==> config.mk <==
export PLATFORM = sky130hd
export DESIGN_NAME = multi_box_bouncer
export DESIGN_NICKNAME = d
export VERILOG_FILES = /design/src/rtl/multi_box_bouncer.sv
export SDC_FILE = /design/constraint.sdc
export NUM_CORES = 1
export LEC_CHECK = 0
export CELL_PAD_IN_SITES_DETAIL_PLACEMENT = 1
export CELL_PAD_IN_SITES_GLOBAL_PLACEMENT = 1
export CORE_MARGIN = 1
export CORE_UTILIZATION = 35
export CTS_CLUSTER_SIZE = 12
export DETAILED_ROUTE_END_ITERATION = 10
export HOLD_SLACK_MARGIN = 0.03
export PLACE_DENSITY_LB_ADDON = 0.1
export SYNTH_ARGS = -nofsm -noshare
export SYNTH_HDL_FRONTEND = slang
export SYNTH_SLANG_ARGS = --single-unit
==> constraint.sdc <==
create_clock -name clk -period 8.9 [get_ports clk]
set_input_delay 2.225 -clock clk [delete_from_list [all_inputs] [get_ports clk]]
set_output_delay 2.225 -clock clk [all_outputs]
set_load 0.03 [all_outputs]
==> src/rtl/multi_box_bouncer.sv <==
// multi_box_bouncer: N-box bouncing engine for the VGA display path.
// Each frame tick (first cycle with xcounter==0 && ycounter==0 && box_enable)
// starts one sweep that updates one box per clock, box i landing at tick+1+i.
//
// Ports:
//   clk, reset          pixel clock, synchronous active-high reset
//   box_enable          gates frame ticks
//   max_x/max_y         screen dimensions
//   box_width/height    size shared by all boxes
//   xcounter/ycounter   VGA sync counters
//   step_x/step_y       per-box step, box i at [i*STEP_W +: STEP_W]
//   box_x_pos/box_y_pos packed per-box left/top coordinates
//   x_dir/y_dir         per-box direction (x: 0 right, y: 0 down)
//   bounce              one-cycle wall-hit pulse per box
//   busy                high while a sweep runs (N_BOXES cycles)
//   bounce_count        8-bit saturating bounce counters per box, present
//                       only when MULTI_BOX_BOUNCE_COUNT_EN is defined
module multi_box_bouncer #(
    parameter int unsigned N_BOXES = 4,
    parameter int unsigned COORD_W = 10,
    parameter int unsigned STEP_W  = 3
) (
    input  logic                         clk,
    input  logic                         reset,
    input  logic                         box_enable,
    input  logic [COORD_W-1:0]           max_x,
    input  logic [COORD_W-1:0]           max_y,
    input  logic [COORD_W-1:0]           box_width,
    input  logic [COORD_W-1:0]           box_height,
    input  logic [COORD_W-1:0]           xcounter,
    input  logic [COORD_W-1:0]           ycounter,
    input  logic [N_BOXES*STEP_W-1:0]    step_x,
    input  logic [N_BOXES*STEP_W-1:0]    step_y,
    output logic [N_BOXES*COORD_W-1:0]   box_x_pos,
    output logic [N_BOXES*COORD_W-1:0]   box_y_pos,
    output logic [N_BOXES-1:0]           x_dir,
    output logic [N_BOXES-1:0]           y_dir,
    output logic [N_BOXES-1:0]           bounce,
    output logic                         busy
`ifdef MULTI_BOX_BOUNCE_COUNT_EN
    ,
    output logic [N_BOXES*8-1:0]         bounce_count
`endif
);

    localparam int unsigned IDX_W = (N_BOXES > 1) ? $clog2(N_BOXES) : 1;
    localparam int unsigned AW    = COORD_W + 2;
    localparam logic [IDX_W-1:0] LAST = IDX_W'(N_BOXES - 1);

    typedef enum logic {IDLE, SWEEP} state_t;

    state_t               state, next_state;
    logic [IDX_W-1:0]     idx, next_idx;
    logic                 match_q;
    logic                 match_c, tick_c;
    logic                 upd_en_c;
    logic [IDX_W-1:0]     upd_idx_c;
    logic [COORD_W+1:0]   x_res_c, y_res_c;
    logic [COORD_W-1:0]   x_init_c, y_init_c;

    logic [COORD_W-1:0]   pos_x [N_BOXES];
    logic [COORD_W-1:0]   pos_y [N_BOXES];
    logic [STEP_W-1:0]    sx    [N_BOXES];
    logic [STEP_W-1:0]    sy    [N_BOXES];

    // One axis move; returns {bounced, new_dir, new_pos}. Widened so nothing wraps.
    function automatic logic [COORD_W+1:0] axis_step(
        input logic [COORD_W-1:0] pos,
        input logic               dir,
        input logic [STEP_W-1:0]  s,
        input logic [COORD_W-1:0] size,
        input logic [COORD_W-1:0] lim
    );
        logic [AW-1:0] p, st, sz, lm;
        p  = AW'(pos);
        st = AW'(s);
        sz = AW'(size);
        lm = AW'(lim);
        if (sz >= lm)
            axis_step = {1'b0, 1'b0, COORD_W'(0)};
        else if (!dir) begin
            if (p + sz + st >= lm)
                axis_step = {1'b1, 1'b1, COORD_W'(lm - sz)};
            else
                axis_step = {1'b0, 1'b0, COORD_W'(p + st)};
        end else begin
            if (p <= st)
                axis_step = {1'b1, 1'b0, COORD_W'(0)};
            else
                axis_step = {1'b0, 1'b1, COORD_W'(p - st)};
        end
    endfunction

    // Unpack per-box steps and pack positions onto the output buses.
    for (genvar g = 0; g < N_BOXES; g++) begin : g_box
        assign sx[g] = step_x[g*STEP_W +: STEP_W];
        assign sy[g] = step_y[g*STEP_W +: STEP_W];
        assign box_x_pos[g*COORD_W +: COORD_W] = pos_x[g];
        assign box_y_pos[g*COORD_W +: COORD_W] = pos_y[g];
    end

    // Rising edge of the (0,0) match gives exactly one tick per held origin.
    assign match_c  = (xcounter == '0) && (ycounter == '0) && box_enable;
    assign tick_c   = match_c && !match_q;
    assign x_init_c = (max_x > box_width)  ? COORD_W'((max_x - box_width) >> 1)  : '0;
    assign y_init_c = (max_y > box_height) ? COORD_W'((max_y - box_height) >> 1) : '0;

    // State register
    always_ff @(posedge clk) begin
        if (reset) begin
            state <= IDLE;
            idx   <= '0;
        end else begin
            state <= next_state;
            idx   <= next_idx;
        end
    end

    // Next-state logic; ticks while sweeping are simply ignored
    always_comb begin
        next_state = state;
        next_idx   = idx;
        case (state)
            IDLE: begin
                if (tick_c) begin
                    next_state = SWEEP;
                    next_idx   = '0;
                end
            end
            SWEEP: begin
                if (idx == LAST) begin
                    next_state = IDLE;
                    next_idx   = '0;
                end else begin
                    next_idx = IDX_W'(idx + 1'b1);
                end
            end
            default: begin
                next_state = IDLE;
                next_idx   = '0;
            end
        endcase
    end

    // Output/control logic: box `idx` is shown during SWEEP, so the box
    // written at each edge is the one to be shown in the following cycle.
    always_comb begin
        upd_en_c  = 1'b0;
        upd_idx_c = '0;
        if (state == IDLE && tick_c) begin
            upd_en_c = 1'b1;
        end else if (state == SWEEP && idx != LAST) begin
            upd_en_c  = 1'b1;
            upd_idx_c = IDX_W'(idx + 1'b1);
        end
        x_res_c = axis_step(pos_x[upd_idx_c], x_dir[upd_idx_c], sx[upd_idx_c], box_width,  max_x);
        y_res_c = axis_step(pos_y[upd_idx_c], y_dir[upd_idx_c], sy[upd_idx_c], box_height, max_y);
    end

`ifdef MULTI_BOX_BOUNCE_COUNT_EN
    logic [7:0] cnt [N_BOXES];
    for (genvar g = 0; g < N_BOXES; g++) begin : g_cnt
        assign bounce_count[g*8 +: 8] = cnt[g];
    end
`endif

    // Box state, pulses and busy
    always_ff @(posedge clk) begin
        if (reset) begin
            for (int i = 0; i < N_BOXES; i++) begin
                pos_x[i] <= x_init_c;
                pos_y[i] <= y_init_c;
                x_dir[i] <= i[0];
                y_dir[i] <= i[1];
`ifdef MULTI_BOX_BOUNCE_COUNT_EN
                cnt[i]   <= '0;
`endif
            end
            bounce  <= '0;
            busy    <= 1'b0;
            match_q <= 1'b0;
        end else begin
            match_q <= match_c;
            busy    <= (next_state == SWEEP);
            bounce  <= '0;
            if (upd_en_c) begin
                pos_x[upd_idx_c]  <= x_res_c[COORD_W-1:0];
                x_dir[upd_idx_c]  <= x_res_c[COORD_W];
                pos_y[upd_idx_c]  <= y_res_c[COORD_W-1:0];
                y_dir[upd_idx_c]  <= y_res_c[COORD_W];
                bounce[upd_idx_c] <= x_res_c[COORD_W+1] | y_res_c[COORD_W+1];
`ifdef MULTI_BOX_BOUNCE_COUNT_EN
                if ((x_res_c[COORD_W+1] | y_res_c[COORD_W+1]) && cnt[upd_idx_c] != 8'hFF)
                    cnt[upd_idx_c] <= cnt[upd_idx_c] + 8'd1;
`endif
            end
        end
    end

endmodule
# After elaboration in Yosys (flattened, before gate mapping)
# Memories as Yosys holds them, arrays and structs flattened.
# Cells that the tools add are included.
# op_classes
n_addsub,13
mul,0
n_div,0
n_lt_le_gt_ge,11
n_eq_ne,3
shift,0
n_mux,45
bitwise_logic,5
n_reduce_logical,12
# op_table
op,n
$mux W12,8
$sub A10 B10 Y10,4
$add A11 B3 Y12,2
$ge A12 B10 Y1,2
$add A10 B10 Y11,2
$add A10 B3 Y10,2
$ge A10 B10 Y1,2
$gt A10 B10 Y1,2
$le A10 B3 Y1,2
$logic_not A10 Y1,2
$mux W10,2
$reduce_or A10 Y1,2
$sub A10 B3 Y10,2
$mux W9,2
$mux W1,14
$bmux W3 S2,2
$mux W2,6
$mux W3,4
$bwmux W4,2
$logic_and A1 B1 Y1,6
$and A4 B4 Y4,1
$bmux W1 S2,2
$ne A2 B2 Y1 const B,2
$pmux W2 S2,1
other kinds (12),13
# word_totals
reg_bits,16
latchBits,0
ramBits,80
romBits,0
in_bits,87
mem_count,2
# mem_list
memory,depth,word_bits,read_ports,rd_ports_with_merged_regs,wr,line,rtl
pos_x,4,10,5,0,4,61,logic [COORD_W-1:0] pos_x [N_BOXES];
pos_y,4,10,5,0,4,62,logic [COORD_W-1:0] pos_y [N_BOXES];

# Depth between registers and ports, before layout
# Gate-level depths: netlist of run 1.
# logic_depth
depth_word,17
ltp_mapped,28
ltp_nobuf,25

# Least setup slack after synthesis of run 1
# Ideal clock, no wire load.
# synth_path
kind,input port to flip-flop
start,input port step_y[4]
end,"memory pos_y[1][6], data pin"
arrival_ns,6.523
required_ns,8.630
setup_slack_ns,2.106
path_stages,18
n_path_buf,0
cell_sequence,nand2_1 and4_1 inv_1 fa_1 ha_1 fa_1 a21o_1 a221oi_1 xnor2_1 ha_1 and4_1 a2111oi_0 o221ai_1 a311oi_2 nand2_2 and3_1 a211oi_2 a21oi_1
# synth_lines
item,line,rtl
"start, declared",33,"input logic [N_BOXES*STEP_W-1:0] step_y,"
"end, declared",62,

==> results.py, run 1 <==
metrics = {
    "status": {
        "status": "finished, final reports clean",
    },
    "floorplanning": {
        "die_x_um": 165,
        "design.die.area_sq_mm": 0.0273,
        "die_y_um": 165,
        "start_util": 0.357,
        "io_pins": 180,
        "rows": 59,
        "core_area_sq_mm": 0.0261,
    },
    "grt": {
        "antenna_found_initial": 0,
        "grt_pass1_wl_mm": 52.0,
        "grt_pass1_vias": 8825,
        "overflow": 0,
        "grtUsageTotal": 0.256,
        "grt_max_degree": 39,
    },
    "timing": {
        "finalSetupViolCount": 0,
        "hold_viol": 0,
        "grt_setup_unrepaired": "false",
        "tightest_slew_ns": 1.17,
        "slew_headroom": 0.220,
        "clock.fmax_ghz": 0.131,
        "fin_crit_sh": 0.859,
        "slew_viol_final": 0,
        "finClkSkew_ns": 0.00925,
        "setup-tns-final_ns": 0,
        "period_minus_slack_ns": 7.64,
    },
    "job": {
        "maxCapViolations": 0,
    },
    "layout": {
        "design_area_sq_mm": 0.0117,
        "n_fill_cell": 3057,
        "layout_common_cells": "clkdlybuf4s50_1 (179), inv_1 (102), a21oi_1 (95), o21ai_0 (86), ha_1 (84)",
        "fin_nets": 1396,
        "layout_commonest_cell": "clkdlybuf4s50_1",
        "multi_input_area_sq_mm": 0.00597,
        "drive_above_1_share": 0.0774,
        "area_delta_synth_final_pct": 25.9,
        "seq_area_sq_mm": 0.00272,
        "antenna_cells": 0,
    },
    "place": {
        "place_hpwl_mm": 27.0,
        "placed_cell_area_sq_mm": 0.0114,
        "place_congestion": 0.890,
        "portBuffers": 179,
    },
    "cts": {
        "cts-root-buf": "clkbuf_16",
        "cts.sinks": 96,
        "cts_tree": "done",
        "numCtsBuffers": 9,
        "post_cts_resized": 0,
        "htree_levels": 3,
        "post_cts_buffers": 0,
        "clk_pin_slew_ns": 0.07,
        "clk_path_buf_depth": 2,
        "clk_latency_ns": 0.36,
        "ctsHoldBuffers": 0,
    },
    "synth": {
        "synthArstFlopShare": 0,
        "synth_edf_count": 80,
        "ys_warn_count": 0,
        "synth_seq_cells": 96,
        "synth.area.top_cells": "edfxtp_1 (26%), ha_1 (11%), a21oi_1 (5.1%), o21ai_0 (4.6%), inv_1 (4.1%)",
        "synth.top_cell.area_share": 0.258,
        "syn_inst": 1046,
        "synth.distinct_cells": 97,
        "synth_nets": 1232,
        "synthesis.area_sq_mm": 0.00931,
        "ys.flop_type": "edfxtp_1",
        "synth_top_area_cell": "edfxtp_1",
        "seq_area_frac_synth": 0.292,
        "syn_area_per_cell_sq_um": 8.90,
    },
    "drt": {
        "via_per_inst": 5.64,
        "drt_iter0_drc": 521,
        "drt_wl_total_mm": 34.2,
        "drc": 0,
        "first_pass_iters": 4,
        "routed-via-count": 8740,
        "wire_per_inst_um": 22.1,
        "ant_nets": 0,
    },
    "critical_path": {
        "crit_path_start_kind": "input port",
        "cp.arrival_ns": 7.71,
        "cp-end-kind": "register",
        "cp_data_required_time_ns": 8.96,
        "worstPathMaxFanout": 9,
        "r2r_cells": 21,
        "critPathKind": "input port to register",
    },
    "pwr": {
        "power_density_mw_per_mm2": 161,
        "ir_drop_v": 0.0000941,
        "leakagePower_nw": 4.73,
        "p_total_mw": 1.89,
    },
    "worst_hold_path": {
        "hold_class": "register to register",
        "holdPathStages": 2,
    },
}
synth_stat cells, drive strengths merged, types with 4 or more instances:
cell type  number
o221ai          8
ha             85
mux2i          23
nor2b           8
o22a            6
nor2           73
nor3           27
fa             14
a211o           5
a211oi          8
and3            6
nand2          69
and2            5
a21o           19
a2bb2oi         7
o21ai          96
nand3b          5
a31oi          14
inv           104
buf            19
a21oi          95
o21a           13
xnor2          39
and4            9
nand4          12
o21bai          6
o32ai           6
nor4            8
edfxtp         80
xor2            8
o211ai          9
or3             7
a22oi           5
dfxtp          16
nand2b         18
clkbuf         27
and4bb          6
o41ai           4
nor4bb          4
nand3          13
o22ai          16
mux2            5
where the power goes:
| part | total (mW) | internal, mW | switching (mW) |
|---|---|---|---|
| registers | 0.573 | 0.539 | 0.0341 |
| clock network | 0.390 | 0.195 | 0.196 |
| logic | 0.925 | 0.380 | 0.545 |
| total | 1.89 | 1.11 | 0.775 |
kinds of logic (layout without fill, tap and decap cells):
group | count (synthesis) | in the layout | share of synthesized area
simple gates | 281 | 281 | 0.167
mux | 28 | 28 | 0.0316
flops | 96 | 96 | 0.292
buf+inv | 150 | 319 | 0.0692
xor+xnor | 47 | 47 | 0.0442
compound gates | 345 | 345 | 0.251
fa+ha+maj | 99 | 99 | 0.144
worst max-delay path, cell delays in order:
cell and delay [ns]:
clkdlybuf4s50_1 0.40, nand2_1 0.05, and4_1 0.36, inv_1 0.14, fa_1 0.47, ha_1 0.26
fa_1 0.42, a21o_1 0.19, a221oi_1 0.44, xnor2_1 0.18, ha_1 0.28, and4_1 0.17
a2111oi_0 0.37, o221ai_1 0.21, a311oi_2 0.52, nand2_2 0.30, and3_1 0.27, a211oi_2 0.35
a21oi_1 0.12
state kept, by name, indices dropped and copies added (netlist names):
register	cells
pos_y	40
x_dir	4
bounce	4
idx	2
y_dir	4
busy	1
pos_x	40
match_q	1
per-layer routing:
metal  routed length [um]  track usage
met5                    0            0
met4                  590       0.0655
met3                 1750       0.0260
met2                15200        0.403
met1                16700        0.371
path summary, 6_finish.rpt:
path                   from     endpoint  slack, ns
setup reg to reg     idx[1]  pos_y[3][6]       1.29
hold / removal       idx[1]       idx[1]       0.47
hold reg to reg      idx[1]       idx[1]       0.47
setup / recovery  step_y[4]  pos_y[3][6]       1.26
layout make-up:
cell class                      instances  area share
Inverter                              104      0.0333
Clock buffer                           10      0.0195
Timing Repair Buffer                  199       0.166
Multi-Input combinational cell        800       0.509
Sequential cell                        96       0.232
Tap cell                              335      0.0358
Clock inverter                          6     0.00459
through the flow:
step | worst slack, ns | hold WS (ns) | utilization | instances
after floorplan | 2.11 | 0.440 | - | 1046
after global placement | 1.08 | 0.457 | 0.439 | 1534
after detailed placement | 0.888 | 0.457 | 0.439 | 1534
after CTS | 1.24 | 0.467 | 0.450 | 1550
after global routing | 0.744 | 0.499 | 0.450 | 1550
final | 1.26 | 0.469 | 0.450 | 1550
No activity file was read; power rests on OpenSTA's default activity.
==> run 2: changes to the inputs <==
Settings changed: CTS_CLUSTER_SIZE 12 to default, SLEW_MARGIN from default to 10.
==> results of run 2 <==
The final DEF is identical to that of run 1; final timing and power are the same.
